`config.mk`:
```
export PLATFORM = sky130hd
export DESIGN_NAME = coin_accumulator
export DESIGN_NICKNAME = d
export VERILOG_FILES = /design/src/rtl/coin_pkg.sv /design/src/rtl/coin_debounce.sv /design/src/rtl/coin_accumulator.sv
export SDC_FILE = /design/constraint.sdc
export NUM_CORES = 1
export LEC_CHECK = 0
export BUFFER_PORTS_ARGS = -buffer_cell sky130_fd_sc_hd__buf_2
export CELL_PAD_IN_SITES_DETAIL_PLACEMENT = 0
export CELL_PAD_IN_SITES_GLOBAL_PLACEMENT = 1
export CORE_UTILIZATION = 40
export DETAILED_ROUTE_END_ITERATION = 12
export GPL_TIMING_DRIVEN = 0
export PLACE_DENSITY = 0.78
export REMOVE_ABC_BUFFERS = 1
export SLEW_MARGIN = 20
export SYNTH_ARGS = -nofsm -noshare
export SYNTH_HDL_FRONTEND = slang
export SYNTH_SLANG_ARGS = --single-unit
```
`constraint.sdc`:
```
create_clock -name clk -period 1.3 [get_ports clk]
set_input_delay 0.065 -clock clk [delete_from_list [all_inputs] [get_ports clk]]
set_output_delay 0.065 -clock clk [all_outputs]
set_load 0.03 [all_outputs]
```
`src/rtl/coin_pkg.sv`:
```
// coin_pkg: shared types and constants for the coin front-end.
// Change-FSM state, credit width and the half-yuan unit.
package coin_pkg;

  localparam int CNT_W = 4;

  localparam logic [CNT_W-1:0] HALF_UNIT = 4'd1;
  localparam logic [CNT_W-1:0] CNT_MAX   = 4'd15;

  typedef enum logic [1:0] {
    IDLE,
    PAY,
    GAP
  } chg_state_t;

endpackage

```
`src/rtl/coin_debounce.sv`:
```
// coin_debounce: 2-FF synchroniser, stability counter, one-shot.
// Pulse on an accepted press; re-arm after a stable release.
module coin_debounce #(
  parameter int DEB_CYCLES = 16
) (
  input  logic clk,
  input  logic RST,
  input  logic btn,
  output logic pulse
);

  localparam int CW = $clog2(DEB_CYCLES);

  logic          s_meta;
  logic          s_sync;
  logic          pressed;
  logic [CW-1:0] run;

  // run counts consecutive samples disagreeing with the accepted state
  always_ff @(posedge clk) begin
    if (RST) begin
      s_meta  <= 1'b1;
      s_sync  <= 1'b1;
      pressed <= 1'b0;
      run     <= '0;
      pulse   <= 1'b0;
    end else begin
      s_meta <= btn;
      s_sync <= s_meta;
      pulse  <= 1'b0;
      if ((~s_sync) != pressed) begin
        if (run == CW'(DEB_CYCLES - 1)) begin
          run     <= '0;
          pressed <= ~s_sync;
          pulse   <= ~s_sync;
        end else begin
          run <= run + 1'b1;
        end
      end else begin
        run <= '0;
      end
    end
  end

endmodule

```
`src/rtl/coin_accumulator.sv`:
```
// coin_accumulator: debounced coins, credit counter, price compare.
// Change payout is compiled in only when COIN_CHANGE_EN is defined.
module coin_accumulator
  import coin_pkg::*;
#(
  parameter int PRICE      = 5,
  parameter int DEB_CYCLES = 16,
  parameter int CHANGE_GAP = 8
) (
  input  logic             clk,
  input  logic             RST,
  input  logic             half_yuan,
  input  logic             one_yuan,
  input  logic             cnt_en,
  input  logic             cnt_clr,
  output logic             coin_half_p,
  output logic             coin_one_p,
  output logic [CNT_W-1:0] cnt,
  output logic             Eql_grt,
  output logic             change_pulse,
  output logic             change_busy
);

  localparam logic [CNT_W-1:0] PRICE_V = CNT_W'(PRICE);

  logic half_acc;
  logic one_acc;
  logic one_pend;

  coin_debounce #(
    .DEB_CYCLES(DEB_CYCLES)
  ) u_half (
    .clk  (clk),
    .RST  (RST),
    .btn  (half_yuan),
    .pulse(half_acc)
  );

  coin_debounce #(
    .DEB_CYCLES(DEB_CYCLES)
  ) u_one (
    .clk  (clk),
    .RST  (RST),
    .btn  (one_yuan),
    .pulse(one_acc)
  );

  // half-yuan wins a tie; the 1 RMB coin slips one cycle
  always_ff @(posedge clk) begin
    if (RST) one_pend <= 1'b0;
    else     one_pend <= one_acc & half_acc;
  end

  assign coin_half_p = half_acc;
  assign coin_one_p  = one_pend | (one_acc & ~half_acc);

  // credit: clear beats increment, increment saturates
  always_ff @(posedge clk) begin
    if (RST) begin
      cnt <= '0;
    end else if (!cnt_clr) begin
      cnt <= '0;
    end else if (cnt_en && (cnt != CNT_MAX)) begin
      cnt <= cnt + HALF_UNIT;
    end
  end

  assign Eql_grt = (cnt >= PRICE_V);

`ifdef COIN_CHANGE_EN

  localparam int GAP_W = $clog2(CHANGE_GAP + 1);

  chg_state_t       state;
  logic             clr_q;
  logic             trig;
  logic [CNT_W-1:0] amt;
  logic [GAP_W-1:0] gap_cnt;

  assign trig = clr_q & ~cnt_clr & (cnt > PRICE_V);

  // payout FSM; trig uses the pre-clear credit
  always_ff @(posedge clk) begin
    if (RST) begin
      state        <= IDLE;
      clr_q        <= 1'b0;
      amt          <= '0;
      gap_cnt      <= '0;
      change_pulse <= 1'b0;
      change_busy  <= 1'b0;
    end else begin
      clr_q        <= cnt_clr;
      change_pulse <= 1'b0;
      unique case (state)
        IDLE: begin
          if (trig) begin
            amt          <= cnt - PRICE_V;
            state        <= PAY;
            change_pulse <= 1'b1;
            change_busy  <= 1'b1;
          end
        end
        PAY: begin
          amt     <= amt - HALF_UNIT;
          gap_cnt <= '0;
          if (amt == HALF_UNIT) begin
            state       <= IDLE;
            change_busy <= 1'b0;
          end else begin
            state <= GAP;
          end
        end
        GAP: begin
          if (gap_cnt == GAP_W'(CHANGE_GAP - 1)) begin
            state        <= PAY;
            change_pulse <= 1'b1;
          end else begin
            gap_cnt <= gap_cnt + 1'b1;
          end
        end
        default: state <= IDLE;
      endcase
    end
  end

`else

  assign change_pulse = 1'b0;
  assign change_busy  = 1'b0;

`endif

endmodule

```
==> reports/metrics.cfg <==
[synthesis]
yosys.area_share.adder_pct=7.27
synth_compound_gate_area_share_pct=8.43
syn_area_per_cell_um2=9.78
synthSimpleGateAreaFrac_pct=24.1
synthCells=88
yosys_warnings=0
synth-edff-count=0
synthArstFlopShare_pct=0
synth.distinct_cells=28
synth_top_family_by_area=simple AND/OR/NAND/NOR gates
share_of_synthesized_area_occupied_by_flip_flops_and_latches_pct=48.8
synthXorXnorAreaFrac_pct=6.10
syn-cell-area_um2=861
postSynthRegisterBits=21
postSynth.topFlopCell=dfxtp_1
synthMuxAreaShare_pct=0

[routing]
postRouteWirelength_mm=1.40
detail_route.drc_violations=0
final_antenna_net_count=0
average_wire_per_standard_cell_um=10.5
detailroute.via_count=622
vias_per_cell=4.68
drt-initial-drc-count=2
drt_pass1_iterations=2

[final_layout]
drive_above_1_share_pct=35.8
layout_top_registers=cnt x4, u_half.run x4, u_one.run x4
post-route-util_pct=52.9
antennaDiodeCount=0
final_net_count=118
syn2layout_area_growth_pct=23.1

[setup_path]
kind_of_start_point_of_the_critical_path=register
cp.arrival_ns=1.27
cp_num_buf_inv=2
cell_type_of_the_slowest_stage_on_the_worst_timing_path=dfxtp_2
rrSetupSlack_ns=0.02
cp_top_family=flip-flops
critPathMaxFanout=2
critical-path-max-stage-delay_ns=0.37
worst-setup-path-type=register to output port
worst-endpoint-required_ns=1.24
list_of_cells_traversed_by_the_critical_path=inv_4, ha_4, nand2b_4, a21o_1, buf_6
worst_setup_path_end_kind=output port

[run]
drv_cap=0

[sta]
timing_max_transition_violations_final=0
final.hold.worst_slack_ns=0.0673
fin_hold_viols=0
finClkSkew_ns=0.000980
period_needed_ns=1.34
grt_setup_unrepaired=yes
period_share_pct=103
timing.final.setup_violations=1
layout_setup_ws_ns=-0.0360
fmax_mhz=749

[grt]
grt.overflow.total=0
grt_start_max_net_pins=15
first_global_vias=597
initial_antenna_violation_count=0
grt_pass1_wl_mm=2.40
track_usage_pct=13.7

[pwr]
static-leakage-power_nw=0.434
max-vdd-ir-drop_mv=0.733
power_density_nw_per_um2=975

[die]
core-area_um2=2000
starting_density_of_the_core_pct=43.0
die_height_um=48.4
placement_rows=16
die_width_um=48.4
dieArea_um2=2340
io_pins=15

[clocking]
path_clk_slew_ns=0.11
cts_tree=done
clkLatencyLatePin_ns=0.30
ctsRootBufferMaster=clkbuf_4
ctsLongestPathBuffers=2
cts.sink_count=21
numCtsBuffers=3
cts-htree-levels=1

[placement]
gp_congestion=0.739
post-dp-hpwl_um=966
i_o_buffers=12

[hold_path]
hold_class=input pin to register

[run_status]
failed_checks=setup timing
status=complete, but fails checks

## cells in the mapped netlist (2+ instances only)
library cell  number  area, um2
a21boi_0           3       22.5
nor4b_1            2       17.5
a211oi_1           2       15.0
dfxtp_1           21        420
and3_1             2       12.5
ha_1               5       62.6
xor2_1             4       35.0
nand2_1            2       7.51
xnor2_1            2       17.5
inv_1              6       22.5
a21o_1             2       15.0
nor3_1             2       10.0
or3_4              2       22.5
nor2_1             8       30.0
o21ai_0            3       15.0
nor2_2             2       12.5
nand3_1            5       25.0
buf_4              2       15.0
or2_2              4       25.0
## logic make-up (layout without fill, tap and decap cells)
| group | count (synthesis) | count (layout) |
|---|---|---|
| compound gates | 11 | 11 |
| xor+xnor | 6 | 6 |
| fa+ha+maj | 5 | 5 |
| buf+inv | 9 | 26 |
| flops | 21 | 21 |
| other cells | 1 | 2 |
| simple gates | 35 | 35 |
## worst paths after layout
kind / depth (start not counted) / to / startpoint
worst max-delay path: 5 / Eql_grt / cnt[1]
worst min-delay path: 3 / cnt[1] / cnt_en
worst max register to register: 5 / cnt[3] / cnt[0]
worst min register to register: 1 / u_one.s_sync / u_one.s_meta
## per-layer routing
metal  up-vias  track usage, %  part of all wire (%)
li1        326               -                     -
met1       281            14.1                    43
met2        11            23.7                    51
met3         4            5.66                   4.2
met4         0            7.35                   2.1
met5         -               0                     0
## cell type report
| class | instances | area (um2) |
|---|---|---|
| clock inverters | 1 | 5.00 |
| multi-input cells | 59 | 445 |
| inverters | 6 | 25.0 |
| flip-flops and latches | 21 | 427 |
| clock buffers | 3 | 22.5 |
| well taps | 27 | 33.8 |
| repair buffers | 16 | 101 |
| fillers | 204 | 942 |
## where the power goes
part           internal, mW  switching (mW)
clock                 0.115           0.189
sequential            0.652         0.00709
combinational        0.0328          0.0383
total                 0.800           0.234
## per-stage QoR
| stage | setup TNS, ns | area [um2] | power, mW | instances | setup WS [ns] |
|---|---|---|---|---|---|
| floorplan | 0 | 846 | 0.707 | 86 | 0.0194 |
| global placement | 0 | 940 | 0.726 | 125 | 0.0772 |
| detailed placement | 0 | 940 | 0.729 | 125 | 0.0426 |
| CTS | -0.0421 | 1040 | 1.05 | 133 | -0.0421 |
| global route | -0.140 | 1060 | 1.08 | 133 | -0.0969 |
| finish | -0.0360 | 1060 | 1.03 | 133 | -0.0360 |
## layout by cell type (no fill, tap or decap), drive strengths merged, types with 3 or more instances in the layout
master  Yosys  layout
inv         6       6
a21boi      3       3
or2         5       5
xor2        4       4
clkbuf      1       3
ha          5       5
nand3       5       5
buf         2      14
and3        3       3
o21ai       3       3
nor2       10      10
dfxtp      21      21
## tightest hold or removal path, delay by kind of cell
family / cells / cell delay (ns)
AO/OA/AOI/OAI: 1 / 0.07
buffers and inverters: 1 / 0.13
AND/OR/NAND/NOR: 1 / 0.07
## what timing repair did
action / 4_1_cts / 5_1_grt
hold endpoints to repair: 2 / 0
buffers inserted: 2 / 0
endpoints found under the setup margin: 1 / 9
hold buffers: 2 / 0
pin swaps: 2 / 0
resized for setup: 13 / 6
(Power assumes the default switching activity.)
